==> src/rtl/spikey_spi_target.sv <==
// SPI mode-0 target endpoint, fully in the FCLK domain: oversampled pins, DW-bit rx/tx words, MSB first.
// Optional sticky overrun detection is built when SPIKEY_SPI_TARGET_OVR_EN is defined.
module spikey_spi_target #(
    parameter int DW = 8
) (
    input  logic          FCLK,
    input  logic          RST,
    input  logic          SCK,
    input  logic          CS_N,
    input  logic          MOSI,
    output logic          MISO,
    output logic          MISO_OE,
    input  logic [DW-1:0] tx_data,
    input  logic          tx_valid,
    output logic          tx_ready,
    output logic [DW-1:0] rx_data,
    output logic          rx_valid,
    input  logic          rx_ready,
    output logic          busy
`ifdef SPIKEY_SPI_TARGET_OVR_EN
    ,
    output logic          overrun,
    input  logic          ovr_clr
`endif
);

    localparam int CW = (DW > 2) ? $clog2(DW) : 1;
    localparam logic [CW-1:0] LAST = CW'(DW - 1);

    // busy is the FSM state seen from outside (1 = ACTIVE).
    typedef enum logic {IDLE = 1'b0, ACTIVE = 1'b1} state_t;
    state_t state, state_nxt;

    logic [2:0]    sck_s, cs_s, mosi_s;
    logic          sck_rise, sck_fall, cs_rise, cs_fall;
    logic [CW-1:0] bit_cnt;
    logic [DW-2:0] rx_shift;
    logic [DW-1:0] tx_shift, hold;
    logic          hold_full;
    logic          sck_ok, word_done, reload;
    logic [DW-1:0] new_word;

    // Edge strobes are registered so every pin event acts on the third FCLK edge after capture;
    // the MOSI chain is three deep so it stays aligned with the SCK strobes.
    always_ff @(posedge FCLK) begin
        if (!RST) begin
            sck_s    <= '0;
            cs_s     <= '1;
            mosi_s   <= '0;
            sck_rise <= 1'b0;
            sck_fall <= 1'b0;
            cs_rise  <= 1'b0;
            cs_fall  <= 1'b0;
        end else begin
            sck_s    <= {sck_s[1:0], SCK};
            cs_s     <= {cs_s[1:0], CS_N};
            mosi_s   <= {mosi_s[1:0], MOSI};
            sck_rise <= sck_s[1] & ~sck_s[2];
            sck_fall <= ~sck_s[1] & sck_s[2];
            cs_rise  <= cs_s[1] & ~cs_s[2];
            cs_fall  <= ~cs_s[1] & cs_s[2];
        end
    end

    always_ff @(posedge FCLK) begin
        if (!RST) state <= IDLE;
        else      state <= state_nxt;
    end

    always_comb begin
        state_nxt = state;
        case (state)
            IDLE:    if (cs_fall) state_nxt = ACTIVE;
            ACTIVE:  if (cs_rise) state_nxt = IDLE;
            default: state_nxt = IDLE;
        endcase
    end

    always_comb begin
        busy    = (state == ACTIVE);
        MISO_OE = busy;
        MISO    = busy & tx_shift[DW-1];
    end

    // SCK edges count only while ACTIVE and never alongside a CS_N edge.
    assign sck_ok    = (state == ACTIVE) && !cs_rise && !cs_fall;
    assign word_done = sck_ok && sck_rise && (bit_cnt == LAST);
    assign reload    = ((state == IDLE) && cs_fall) || (sck_ok && sck_fall && (bit_cnt == '0));
    assign new_word  = {rx_shift, mosi_s[2]};
    assign tx_ready  = !hold_full;

    // Handshakes: a transfer happens on a rising FCLK edge where valid && ready are both high;
    // valid is held until that edge, and data is stable while valid is high.
`ifdef SPIKEY_SPI_TARGET_OVR_EN
    logic ovr_set;
    assign ovr_set = word_done && rx_valid && !rx_ready;
`endif

    always_ff @(posedge FCLK) begin
        if (!RST) begin
            bit_cnt   <= '0;
            rx_shift  <= '0;
            tx_shift  <= '0;
            hold      <= '0;
            hold_full <= 1'b0;
            rx_data   <= '0;
            rx_valid  <= 1'b0;
        end else begin
            // A reload samples hold before any same-cycle write; the two never collide since
            // writes need an empty hold and reloads only consume a full one.
            if (tx_valid && !hold_full) begin
                hold      <= tx_data;
                hold_full <= 1'b1;
            end else if (reload && hold_full) begin
                hold_full <= 1'b0;
            end

            if (state == IDLE) begin
                bit_cnt  <= '0;
                tx_shift <= (cs_fall && hold_full) ? hold : '0;
            end else if (cs_rise) begin
                bit_cnt  <= '0;
                tx_shift <= '0;
                rx_shift <= '0;
            end else if (sck_ok) begin
                if (sck_rise) begin
                    rx_shift <= new_word[DW-2:0];
                    bit_cnt  <= (bit_cnt == LAST) ? '0 : bit_cnt + 1'b1;
                end
                if (sck_fall) begin
                    if (bit_cnt == '0) tx_shift <= hold_full ? hold : '0;
                    else               tx_shift <= {tx_shift[DW-2:0], 1'b0};
                end
            end

`ifdef SPIKEY_SPI_TARGET_OVR_EN
            if (word_done && !ovr_set) begin
`else
            if (word_done) begin
`endif
                rx_data  <= new_word;
                rx_valid <= 1'b1;
            end else if (rx_valid && rx_ready) begin
                rx_valid <= 1'b0;
            end
        end
    end

`ifdef SPIKEY_SPI_TARGET_OVR_EN
    always_ff @(posedge FCLK) begin
        if (!RST)         overrun <= 1'b0;
        else if (ovr_clr) overrun <= 1'b0;
        else if (ovr_set) overrun <= 1'b1;
    end
`endif

endmodule

==> config.mk <==
export PLATFORM = sky130hd
export DESIGN_NAME = spikey_spi_target
export DESIGN_NICKNAME = d
export VERILOG_FILES = /design/src/rtl/spikey_spi_target.sv
export SDC_FILE = /design/constraint.sdc
export NUM_CORES = 1
export LEC_CHECK = 0
export BUFFER_PORTS_ARGS = -buffer_cell sky130_fd_sc_hd__buf_2
export CAP_MARGIN = 20
export CORE_ASPECT_RATIO = 1.4
export CORE_MARGIN = 2
export CORE_UTILIZATION = 59
export DETAILED_ROUTE_END_ITERATION = 10
export HOLD_SLACK_MARGIN = 0.12
export PLACE_DENSITY = 0.82
export SETUP_SLACK_MARGIN = 0.15
export SYNTH_ARGS = -nofsm -noshare
export SYNTH_HDL_FRONTEND = slang
export SYNTH_SLANG_ARGS = --single-unit
==> constraint.sdc <==
create_clock -name FCLK -period 2.7 [get_ports FCLK]
set_input_delay 0.405 -clock FCLK [delete_from_list [all_inputs] [get_ports FCLK]]
set_output_delay 0.405 -clock FCLK [all_outputs]
set_load 0.02 [all_outputs]
==> results.txt <==
----------------------------------------------------
[Setup path]
  FF-to-FF setup slack ... 1.04 ns
  R2R Path Start ... MISO_OE$_SDFF_PN0_
  CP arrival ... 1.85 ns
  Critical path endpoint category ... register
  Termination of the worst setup path ... rx_data[5]$_SDFFE_PN0P_
  Classification of the worst setup path ... register to register
  Required time of the worst setup path ... 2.89 ns
  Capturing point of the worst reg2reg path ... rx_data[5]$_SDFFE_PN0P_
  FF-to-FF path depth ... 4
  Startpoint class of the critical path ... register
  Crit path max fanout ... 19
  Launching element of the worst setup path ... MISO_OE$_SDFF_PN0_

[Layout]
  Final standard cell utilization of the core ... 68.8%
  Antenna cell count ... 0
  Most frequent standard cell in the layout excluding fill and tap cells ... sky130_fd_sc_hd__dfxtp_1
  Register area ... 1000 um2
  Commonest cells after routing, fill and taps aside ... 50 x sky130_fd_sc_hd__dfxtp_1, 28 x sky130_fd_sc_hd__nand2_1, 27 x sky130_fd_sc_hd__buf_2
  Total area of multi-input combinational cells ... 795 um2
  Total number of nets in the final design ... 239
  Number of filler instances in the final layout ... 259
  Finished Layout Cells ... 261
  Final design area excluding fillers ... 2110 um2
  Share of cells above drive strength 1 ... 16.2%
  Area Overhead vs Synth ... 12.9%

[Floorplan]
  Core region area ... 3060 um2
  Initial Util ... 61.0%
  Die Footprint ... 3640 um2
  Floorplan die width ... 51.6 um
  Y dimension of the die ... 70.6 um
  Row count ... 24
  I/O Pins ... 28

[Power]
  Sequential group share of total power ... 57.2%
  Portion of total power attributed to the clock network ... 38.2%
  Power Dens Cells ... 634 nW/um2
  Peak supply drop ... 546 uV
  Gate power share ... 4.6%
  Net Sw Power ... 0.278 mW
  Internal power ... 1.06 mW
  Power consumption ... 1.34 mW
  Reported leakage power ... 0.816 nW
  Switching power as a share of total power ... 20.8%

[STA]
  Final max-slew violation count ... 0
  Actual slew at the worst max-slew pin ... 0.627 ns
  Fin Setup TNS ... 0 ns
  Minimum period implied by the final worst setup slack ... 1.66 ns
  Fraction of the cycle the final worst path needs ... 61.5%
  Fmax ... 0.602 GHz
  Worst hold slack across all endpoints ... 0.282 ns
  Worst-case headroom to the max-slew limit ... 58.2%
  Worst clock skew ... 0.00931 ns
  Unrepaired setup endpoints after global routing ... no
  Final Hold Viols ... 0
  Final Setup Violations ... 0
  Worst setup slack after layout ... 1.04 ns

[Placement]
  Detailed Place HPWL ... 2370 um
  RePlAce Congestion ... 0.759
  Number of buffers inserted by port buffering ... 27
  Post-Place Cells ... 253
  Cell Area, Placed ... 2000 um2
  Setup slack at placement ... 1.02 ns

[GRT]
  Vias in the first global route ... 1356
  Wire length of the first global-routing pass ... 5640 um
  Total GRT Usage ... 20.3%
  Total overflow reported by the global router ... 0
  Pin count of the biggest net entering global routing ... 47
  Number of antenna violations at the first check in global routing ... 0

[Logic synthesis]
  #FFs+latches synth ... 50
  Number of warning messages in the yosys log ... 0
  Synthesized net count ... 215
  Sequential cell area fraction in the yosys report ... 53.6%
  Synthesized netlist cell count ... 197
  Synthesized area per cell ... 9.48 um2
  Cell Area, Synth ... 1870 um2
  Cell variety after synth ... 30

[Detailed routing]
  Average routed wire per standard cell ... 12.9 um
  Total number of vias ... 1406
  DRC errors left ... 0
  Iter 0 DRT Violations ... 49
  Number of detailed-route iterations in the first pass ... 4
  Remaining antenna violation count after routing ... 0
  Number of vias per cell ... 5.39
  Detailed-route wire length ... 3360 um

[Clock tree]
  Post-CTS setup-driven buffer insertion count ... 0
  Total clock sinks ... 50
  Count of H-tree levels built during CTS ... 2
  Number of gates given a new drive strength after cts ... 0
  Clock tree from TritonCTS ... done
  CTS buffer count ... 5
  Maximum count of clock buffers along a single path ... 2
  CTS hold repair buffers ... 0
  Clock Latency Late Sink ... 0.30 ns
  Register clock-pin slew on the reported worst setup and hold paths ... 0.08 ns
  CTS Root Cell ... sky130_fd_sc_hd__clkbuf_8

[Run status]
  Run status ... complete, no violations

[Hold path]
  Worst hold path depth ... 2
  Type of the worst min-delay path ... input pin to register

[Job]
  Count of max-cap constraint violations ... 0

----------------------------------------------------
## how the worst min path moves through the flow
stage                   startpoint                   to  slack [ns]
2_1_floorplan  sck_s[2]$_SDFF_PN0_  sck_rise$_SDFF_PN0_        0.38
3_3_place_gp   sck_s[2]$_SDFF_PN0_  sck_rise$_SDFF_PN0_        0.39
3_5_place_dp    cs_s[0]$_SDFF_PN1_   cs_s[1]$_SDFF_PN1_        0.40
4_1_cts                       CS_N   cs_s[0]$_SDFF_PN1_        0.28
5_1_grt                       CS_N   cs_s[0]$_SDFF_PN1_        0.28
6_report                      CS_N   cs_s[0]$_SDFF_PN1_        0.28
## cells by family after synthesis
family / after synthesis / synth area share (%)
and+or+nand+nor: 74 / 20.7
AOI/OAI and AO/OA: 54 / 19.4
DFF: 50 / 53.6
buffers and inverters: 15 / 3.88
adders and majority gates: 3 / 2.01
xor gates and xnor gates: 1 / 0.469
## routing by layer
layer	routed length (um)	vias to the layer above	part of all wire (%)	global-route usage (%)
li1	-	716	-	-
met1	1300	659	39	20.7
met2	1880	24	56	38.7
met3	121	7	3.6	5.06
met4	55	0	1.6	6.43
met5	0	-	0	0
## worst max-delay path, cell delays in order, from the launching register on
cell and delay, ns:
sky130_fd_sc_hd__dfxtp_1 0.45, sky130_fd_sc_hd__and4bb_1 0.64, sky130_fd_sc_hd__nand2_2 0.26, sky130_fd_sc_hd__nand2_1 0.13, sky130_fd_sc_hd__a21boi_1 0.07
## power by group through the flow
stage / clock [mW] / sequential (mW) / combinational, mW
3_5_place_dp: 0 / 0.781 / 0.0623
2_1_floorplan: 0 / 0.779 / 0.0425
4_1_cts: 0.522 / 0.764 / 0.0627
6_report: 0.510 / 0.764 / 0.0616
5_1_grt: 0.544 / 0.766 / 0.0698
3_3_place_gp: 0 / 0.780 / 0.0596
## state kept, by name, indices dropped and copies added (netlist names)
register / count
cs_fall: 1
sck_rise: 1
MISO_OE: 1
cs_rise: 1
cs_s: 3
rx_data: 8
mosi_s: 3
hold: 8
sck_s: 3
tx_shift: 8
hold_full: 1
rx_valid: 1
bit_cnt: 3
rx_shift: 7
sck_fall: 1
## final cells by class
class,count,area share (%)
repair buffers,27,6.41
clock inverters,2,1.78
flip-flops and latches,50,47.5
inverters,5,0.890
well taps,39,2.31
clock buffers,6,3.44
multi-input cells,132,37.7
## synth_stat cells
cell type	count	area, um2
sky130_fd_sc_hd__buf_6	1	11.3
sky130_fd_sc_hd__ha_1	3	37.5
sky130_fd_sc_hd__dfxtp_1	50	1000
sky130_fd_sc_hd__a21boi_0	11	82.6
sky130_fd_sc_hd__a21oi_2	1	8.76
sky130_fd_sc_hd__nand3_1	10	50.1
sky130_fd_sc_hd__and4bb_1	1	12.5
sky130_fd_sc_hd__inv_1	5	18.8
sky130_fd_sc_hd__nand2_2	1	6.26
sky130_fd_sc_hd__and3_1	1	6.26
sky130_fd_sc_hd__and2_1	7	43.8
sky130_fd_sc_hd__buf_4	2	15.0
sky130_fd_sc_hd__nor2_1	4	15.0
sky130_fd_sc_hd__nor2b_1	10	62.6
sky130_fd_sc_hd__o21ai_1	1	5.00
sky130_fd_sc_hd__and2b_1	1	7.51
sky130_fd_sc_hd__o211ai_1	1	7.51
sky130_fd_sc_hd__nand4bb_1	1	11.3
sky130_fd_sc_hd__xnor2_1	1	8.76
sky130_fd_sc_hd__nand3b_1	1	7.51
sky130_fd_sc_hd__a21boi_1	9	67.6
sky130_fd_sc_hd__nand2_1	28	105
sky130_fd_sc_hd__and3b_1	1	8.76
sky130_fd_sc_hd__a22oi_1	14	105
sky130_fd_sc_hd__nand2b_1	8	50.1
sky130_fd_sc_hd__buf_1	1	3.75
sky130_fd_sc_hd__clkbuf_1	5	18.8
sky130_fd_sc_hd__a21oi_1	10	50.1
sky130_fd_sc_hd__o21ai_0	7	35.0
sky130_fd_sc_hd__buf_2	1	5.00
No activity file was read; power rests on OpenSTA's default activity.
